**src/rtl/led_pkg.sv**
```systemverilog
// Shared mode encoding and timing constants for the multi-channel LED controller.
package led_pkg;
    localparam logic [2:0] MODE_OFF  = 3'd0;
    localparam logic [2:0] MODE_ON   = 3'd1;
    localparam logic [2:0] MODE_SLOW = 3'd2;
    localparam logic [2:0] MODE_FAST = 3'd3;
    localparam logic [2:0] MODE_CODE = 3'd4;
    localparam logic [2:0] MODE_ACT  = 3'd5;

    localparam int SLOW_TICKS = 5;
    localparam int TICK_HZ    = 10;
endpackage

```
**src/rtl/led_channel.sv**
```systemverilog
// One LED channel: mode tracking plus phase, burst and hold counters, all stepped by the shared tick.
// The lit output is the next-state value so the pin register in the top gives one clock of latency.
module led_channel
    import led_pkg::*;
#(
    parameter int HOLD_TICKS = 2,
    parameter int GAP_TICKS  = 10
) (
    input  logic       clock,
    input  logic       reset_n,
    input  logic       tick,
    input  logic [2:0] mode,
    input  logic [3:0] code,
    input  logic       trigger,
    output logic       lit
);
    localparam int PW = 6;
    localparam logic [PW-1:0] SLOW_LAST = PW'(SLOW_TICKS - 1);
    localparam logic [PW-1:0] GAP_M1    = PW'(GAP_TICKS - 1);
    localparam logic [3:0]    HOLD      = 4'(HOLD_TICKS);

    logic [2:0]    mode_q;
    logic [PW-1:0] phase_q, phase_d;
    logic [3:0]    code_q, code_d;
    logic [3:0]    hold_q, hold_d;
    logic          lit_q;
    logic [PW-1:0] burst_last;

    // A burst is code_q lit/dark pairs followed by the dark gap.
    assign burst_last = {1'b0, code_q, 1'b0} + GAP_M1;

    always_comb begin
        lit     = lit_q;
        phase_d = phase_q;
        code_d  = code_q;
        hold_d  = hold_q;
        if (mode != mode_q) begin
            phase_d = '0;
            code_d  = code;
            hold_d  = '0;
            case (mode)
                MODE_ON, MODE_SLOW, MODE_FAST: lit = 1'b1;
                MODE_CODE: lit = (code != 4'd0);
                MODE_ACT: begin
                    lit = trigger;
                    if (trigger) hold_d = HOLD;
                end
                default: lit = 1'b0;
            endcase
        end else begin
            case (mode)
                MODE_ON: lit = 1'b1;
                MODE_SLOW: if (tick) begin
                    if (phase_q == SLOW_LAST) begin
                        phase_d = '0;
                        lit     = ~lit_q;
                    end else begin
                        phase_d = phase_q + 1'b1;
                    end
                end
                MODE_FAST: if (tick) lit = ~lit_q;
                MODE_CODE: if (tick) begin
                    if (phase_q == burst_last) begin
                        phase_d = '0;
                        code_d  = code;
                    end else begin
                        phase_d = phase_q + 1'b1;
                    end
                    lit = (phase_d < {1'b0, code_d, 1'b0}) && !phase_d[0];
                end
                MODE_ACT: begin
                    // Reload beats a same-cycle tick.
                    if (trigger) begin
                        hold_d = HOLD;
                        lit    = 1'b1;
                    end else if (tick && hold_q != 4'd0) begin
                        hold_d = hold_q - 1'b1;
                        lit    = (hold_q != 4'd1);
                    end
                end
                default: lit = 1'b0;
            endcase
        end
    end

    always_ff @(posedge clock or negedge reset_n) begin
        if (!reset_n) begin
            mode_q  <= MODE_OFF;
            phase_q <= '0;
            code_q  <= '0;
            hold_q  <= '0;
            lit_q   <= 1'b0;
        end else begin
            mode_q  <= mode;
            phase_q <= phase_d;
            code_q  <= code_d;
            hold_q  <= hold_d;
            lit_q   <= lit;
        end
    end
endmodule

```
**src/rtl/led_control_multi.sv**
```systemverilog
// NUM_LEDS status LED channels sharing one 100 ms tick prescaler, with registered polarity-adjusted pins.
module led_control_multi
    import led_pkg::*;
#(
    parameter int CLOCK_SPEED = 25000000,
    parameter int NUM_LEDS    = 4,
    parameter bit ACTIVE_LOW  = 1'b1,
    parameter int HOLD_TICKS  = 2,
    parameter int GAP_TICKS   = 10
) (
    input  logic                  clock,
    input  logic                  reset_n,
    input  logic [3*NUM_LEDS-1:0] mode,
    input  logic [4*NUM_LEDS-1:0] code,
    input  logic [NUM_LEDS-1:0]   trigger,
    output logic [NUM_LEDS-1:0]   LED
);
    localparam int DIV = CLOCK_SPEED / TICK_HZ;
    localparam int PW  = (DIV > 1) ? $clog2(DIV) : 1;
    localparam logic [PW-1:0] PRE_LAST = PW'(DIV - 1);

    logic [PW-1:0]       pre_q;
    logic                tick;
    logic [NUM_LEDS-1:0] lit;

    assign tick = (pre_q == PRE_LAST);

    always_ff @(posedge clock or negedge reset_n) begin
        if (!reset_n) pre_q <= '0;
        else          pre_q <= tick ? '0 : pre_q + 1'b1;
    end

    for (genvar i = 0; i < NUM_LEDS; i++) begin : g_ch
        led_channel #(
            .HOLD_TICKS (HOLD_TICKS),
            .GAP_TICKS  (GAP_TICKS)
        ) u_ch (
            .clock   (clock),
            .reset_n (reset_n),
            .tick    (tick),
            .mode    (mode[3*i +: 3]),
            .code    (code[4*i +: 4]),
            .trigger (trigger[i]),
            .lit     (lit[i])
        );
    end

    always_ff @(posedge clock or negedge reset_n) begin
        if (!reset_n) LED <= {NUM_LEDS{ACTIVE_LOW}};
        else          LED <= lit ^ {NUM_LEDS{ACTIVE_LOW}};
    end
endmodule

```
**config.mk**
```make
export PLATFORM = sky130hd
export DESIGN_NAME = led_control_multi
export DESIGN_NICKNAME = d
export VERILOG_FILES = /design/src/rtl/led_pkg.sv /design/src/rtl/led_channel.sv /design/src/rtl/led_control_multi.sv
export SDC_FILE = /design/constraint.sdc
export NUM_CORES = 1
export LEC_CHECK = 0
export CORE_MARGIN = 2
export CORE_UTILIZATION = 53
export DETAILED_ROUTE_END_ITERATION = 8
export PLACE_DENSITY = 0.81
export SETUP_SLACK_MARGIN = 0.3
export SYNTH_ARGS = -nofsm -noshare
export SYNTH_HDL_FRONTEND = slang
export SYNTH_HIERARCHICAL = 1
export SYNTH_SLANG_ARGS = --single-unit
export TNS_END_PERCENT = 100
```
**constraint.sdc**
```tcl
create_clock -name clock -period 3.2 [get_ports clock]
set_clock_uncertainty 0.15 [all_clocks]
set_input_delay 0.64 -clock clock [delete_from_list [all_inputs] [get_ports clock]]
set_output_delay 0.64 -clock clock [all_outputs]
set_load 0.01 [all_outputs]
```
Yosys cells after proc, flatten, opt, wreduce, memory -nomap -nowiden
Index checks and enable logic that the tools add are counted.

Logic and storage cells: 270. Input port bits: 34. Output and inout port bits: 4. Flip-flop bits (word level): 98.

Add/subtract/negate cells: 13. $lt $le $gt $ge: 4. Muxes and demuxes: 125. Reductions and logical operators: 56. Bitwise gates (word level): 5. Equality and inequality tests: 45.

Operators by type and width (count): 4-bit 2-to-1 mux (48); 6-bit 2-to-1 mux (32); 6-bit one-hot mux with 2 select lines (4); 4-bit nonzero test (8); 1-bit 2-to-1 mux (28); 5-bit by 4-bit adder with 6-bit output (second input constant) (4); 6-bit by 1-bit adder with 6-bit output (second input constant) (4); 3-bit by 2-bit == test with 1-bit output (second input constant) (8); 3-bit == test (second input constant) (8); 6-bit by 3-bit == test with 1-bit output (second input constant) (4); 6-bit == test (4); 6-bit by 5-bit < comparator with 1-bit output (4); 2-bit nonzero test (12); 3-bit nonzero test (8); 22-bit by 1-bit adder with 22-bit output (second input constant) (1); 22-bit == test (second input constant) (1); 22-bit 2-to-1 mux (1); 1-bit one-hot mux with 5 select lines (4); 3-bit by 2-bit inequality test with 1-bit output (second input constant) (6); 4-bit by 1-bit inequality test with 1-bit output (second input constant) (4); 2-bit AND reduction (8); 4-bit by 1-bit subtractor with 4-bit output (second input constant) (4); 3-bit by 1-bit == test with 1-bit output (second input constant) (4); 3-bit inequality test (4); 9 further kinds (35).

Logic depth before layout (Yosys ltp)
Depth in word-level cells: 12. Mapped depth: 12.

Modules after synthesis
Netlist, hierarchy kept.

Modules (own cells, without submodules): led_channel (area each 1328.8 um^2, cells each 145, times used 4); led_control_multi (area each 1260.0 um^2, cells each 110, times used 1).

Least setup slack after synthesis
No wires, ideal clock.

Path kind: reg2reg. Start point: register g_ch[0].u_ch.code_q[2]. End point: register LED[0]. Data required time: 2977 ps. Data arrival time: 2572 ps. Setup time: 73 ps. Buffers on the path: 1. Setup slack: 405 ps. Cell stages (with the launch flop): 13. Clock period less this slack: 2795 ps. Cells stage by stage: dfrtp_1 > ha_1 > xnor2_1 > nand4_1 > nor3_2 > buf_4 > mux2i_1 > ha_1 > a2111oi_0 > nand4_1 > a211oi_1 > or4_1 > inv_1.

Cells in the longest elaborated chain, start to end: 12. Elaborated cells between the ends (all ways): 17. Those cells by class: 1 x add/sub; 1 x order compare; 1 x eq/ne; 11 x mux; 1 x bitwise; 2 x reduce/logical.

RTL lines: from (decl) (line led_channel.sv:24) `logic [3:0] code_q, code_d;`; from (signal assigned) (line led_channel.sv:96) `code_q <= code_d;`; 5-bit by 4-bit adder with 6-bit output (line led_channel.sv:30) `assign burst_last = {1'b0, code_q, 1'b0} + GAP_M1;`; 6-bit == test (line led_channel.sv:63) `if (phase_q == burst_last) begin`; 6-bit 2-to-1 mux / 4-bit 2-to-1 mux (equally long branches) (line led_channel.sv:63); 6-bit 2-to-1 mux / 4-bit 2-to-1 mux (equally long branches) (line led_channel.sv:62) `MODE_CODE: if (tick) begin`; 6-bit 2-to-1 mux / 4-bit 2-to-1 mux (equally long branches) (line led_channel.sv:51) `case (mode)`; 6-bit 2-to-1 mux / 4-bit 2-to-1 mux (equally long branches) (line led_channel.sv:37) `if (mode != mode_q) begin`; 6-bit by 5-bit < comparator with 1-bit output / 1-bit logical NOT (equally long branches) (line led_channel.sv:69) `lit = (phase_d < {1'b0, code_d, 1'b0}) && !phase_d[0];`; 1-bit logical AND (*) (line led_channel.sv:69); 1-bit 2-to-1 mux (*) (line led_channel.sv:62); 1-bit one-hot mux with 5 select lines (*) (line led_channel.sv:51); 1-bit 2-to-1 mux (*) (line led_channel.sv:37); net lit[0] (line led_control_multi.sv:24) `logic [NUM_LEDS-1:0] lit;`; 4-bit inverter (no source line) (*); to (signal assigned) (line led_control_multi.sv:49) `if (!reset_n) LED <= {NUM_LEDS{ACTIVE_LOW}};`; to (signal assigned) (line led_control_multi.sv:50) `else LED <= lit ^ {NUM_LEDS{ACTIVE_LOW}};`; to (decl) (line led_control_multi.sv:16) `output logic [NUM_LEDS-1:0] LED`.

The timed path passes the listed nets; every way through them passes the cells marked *. The select of a mux whose other input is x is not followed. A chain may end at the register's enable or synchronous reset.

Worst setup path in the final report
Start point: register g_ch[0].u_ch.code_q[3]. End point: register LED[0].

The elaborated chain is that of the path after synthesis.

==> flow_summary.toml <==
[route]
wl_per_cell_um = 15.6
wl_met1_um = 6150
first_pass_iters = 5
wl_met2_um = 7280
drt-total-wl_um = 14200
drtIter0Drc = 370
vias_per_cell = 5.75
drcViolationCount = 0
top_layer = "met4"
postRouteAntennaNets = 0
wl_met3_um = 621
vias = 5257

[worst_setup_path]
rr_endpoint = "LED[0]"
crit_end = "LED[0]"
path_class = "flop to flop"
end_kind = "flop"
r2r_slack_ns = 0.19
crit_start = "g_ch[0].u_ch/code_q[3]"
worstPathRequired_ns = 3.34
startpoint_type = "flop"
r2r-start = "g_ch[0].u_ch/code_q[3]"
crit_fanout = 6
r2r_cells = 11
worstPathArrival_ns = 3.15

[timing]
fin_tns_setup_ns = 0
min_period_ns = 3.01
drv_slew = 0
rsz0062_at_grt = "true"
tightest_slew_ns = 0.736
hold_ws_ns = 0.198
worst_slew_margin_rel = 0.510
max_freq_mhz = 332
finalSetupViolations = 0
hold_violations = 0
setup_slack_ns = 0.188
fin_crit_sh = 0.941

[die]
die-area_um2 = 13300
die_h_um = 115
rows = 40
start_util = 0.545
ioPinCount = 38
die_x_um = 115
core-area_um2 = 12100

[pwr]
pwr-share-seq = 0.458
p_clk_frac = 0.373
comb_power_share = 0.169
sw_frac_of_total = 0.273
p_total_uw = 2930
ir_drop_uv = 270
powerDensity_nw_per_um2 = 376
p_int_uw = 2130
p_leak_uw = 0.00327
switchingPower_uw = 800

[yosys]
synth_edf_count = 0
syn_avg_cell_area_um2 = 9.53
synth_top_flop_cell = "dfrtp_1"
synthCells = 690
synthesis.nets = 761
synth-seq-cells = 98
synth_top_cells_by_count = "dfrtp_1, nor2_1, xnor2_1"
yosysMostFrequentCell = "dfrtp_1"
async_reset_ff_frac = 1.00
netlist_area_um2 = 6580
yosysWarningCount = 6
synthTopCellsByArea = "dfrtp_1, xnor2_1, ha_1, nor2_1, xor2_1"
synth_cell_type_count = 54
synth_top_area_share = 0.358
yosysSeqAreaShare = 0.374
synth_top_area_cell = "dfrtp_1"

[finish]
syn_to_final_growth_pct = 18.7
n_antenna_cell = 0
fill_cells = 912
layout-drive-gt1-share = 0.181
fin_nets = 812

[placement]
gp_congestion = 0.905
hpwl_um = 9690
post-place-ws_ns = 0.110
numPortBuffers = 37

[clocking]
cts_buffers = 9
clock_path_buffers = 2
path_clk_slew_ns = 0.07
cts-root-buf = "clkbuf_16"
tritoncts = "built"
clock-sinks = 98
cts_max_level = 3
worstSkewPairLatency_ns = 0.35

[global_route]
grt_max_degree = 57
grt_pass1_vias = 5027
gr-total-overflow = 0
antenna_found_initial = 0
grtUsageTotal = 0.214
grt_pass1_wl_um = 23200

[outcome]
outcome = "finished clean"

[min_path]
hp-class = "input port to async pin"

[job]
maxCapViolCount = 0
==> critical path: stages (launching register included) <==
cell       delay (ns)
dfrtp_1          0.42
ha_4             0.26
xnor2_2          0.14
nand4_1          0.17
nor3_4           0.37
mux2i_1          0.27
ha_1             0.30
a2111oi_4        0.31
nand4_1          0.16
a211oi_2         0.21
or4_1            0.14
inv_1            0.04
==> power groups by stage <==
stage / clock, uW / combinational, uW / sequential, uW
2_1_floorplan: 0 / 273 / 1360
3_3_place_gp: 0 / 398 / 1360
5_1_grt: 1180 / 542 / 1350
4_1_cts: 1120 / 440 / 1340
6_report: 1090 / 494 / 1340
3_5_place_dp: 0 / 414 / 1370
==> through the flow <==
stage	area [um^2]	instances	util
floorplan	6580	690	-
global placement	7050	876	0.584
detailed placement	7050	876	0.584
CTS	7450	899	0.618
global route	7800	914	0.647
finish	7800	914	0.647
==> placed cells by master (no fill, tap or decap), types with 5 or more instances in the layout <==
cell type	n
ha_1	29
nand4_1	17
clkdlybuf4s50_1	36
nor2_1	62
nand2_1	49
xor2_1	26
nand3_1	28
xnor2_1	53
mux2_1	16
inv_2	6
clkbuf_16	10
buf_6	8
or4_1	5
nand2b_1	16
a31oi_1	12
nand2_2	5
o21ai_0	6
o21ai_1	28
mux2i_1	10
a21oi_1	39
inv_1	26
and3_1	7
nor2_2	8
dfrtp_1	93
nor2b_1	9
ha_2	5
buf_4	24
and3b_1	8
==> cell type report <==
cell class              count  area (um^2)  area share
inverters                  32          120      0.0154
repair buffers             71          696      0.0892
clock inverters             6         67.6     0.00866
well taps                 168          210      0.0269
clock buffers              10          229      0.0293
multi-input cells         529         4020       0.515
flip-flops and latches     98         2460       0.315
==> routing by layer <==
| layer | up-vias | track usage |
|---|---|---|
| met5 | - | 0 |
| met3 | 17 | 0.0322 |
| met4 | 0 | 0.0771 |
| li1 | 2537 | - |
| met1 | 2554 | 0.280 |
| met2 | 149 | 0.363 |
==> how the worst min path moves through the flow <==
stage	from	to	slack, ns	cells past startpoint
after floorplan	reset_n	g_ch[0].u_ch/code_q[0]	0.19	0
after global placement	pre_q[0]	pre_q[0]	0.33	1
after detailed placement	pre_q[0]	pre_q[0]	0.33	1
after CTS	reset_n	g_ch[0].u_ch/mode_q[2]	0.23	1
after global routing	reset_n	g_ch[0].u_ch/lit_q	0.26	1
final	reset_n	g_ch[0].u_ch/phase_q[5]	0.20	1
==> state kept, by name, summed over array words and instances (netlist names) <==
register	flops
pre_q	22
g_ch.u_ch/mode_q	12
g_ch.u_ch/hold_q	16
g_ch.u_ch/lit_q	4
LED	4
g_ch.u_ch/code_q	16
g_ch.u_ch/phase_q	24
==> timing repair <==
item,in CTS,in global routing
hold buffers,0,0
hold endpoints to repair,0,0
gates resized for setup,15,38
pin swaps,10,30
buffers inserted,7,14
gates cloned,0,1
setup endpoints to repair,15,24
==> cells by family after synthesis <==
kind of cell | after synthesis | synth area share
AND/OR/NAND/NOR | 257 | 0.221
AO/OA/AOI/OAI | 126 | 0.130
flip-flops | 98 | 0.374
XOR/XNOR | 81 | 0.108
buffers and inverters | 63 | 0.0520
adder cells (fa/ha/maj) | 37 | 0.0704
multiplexers | 28 | 0.0457
Note: power is estimated with default switching activity, not from simulation.
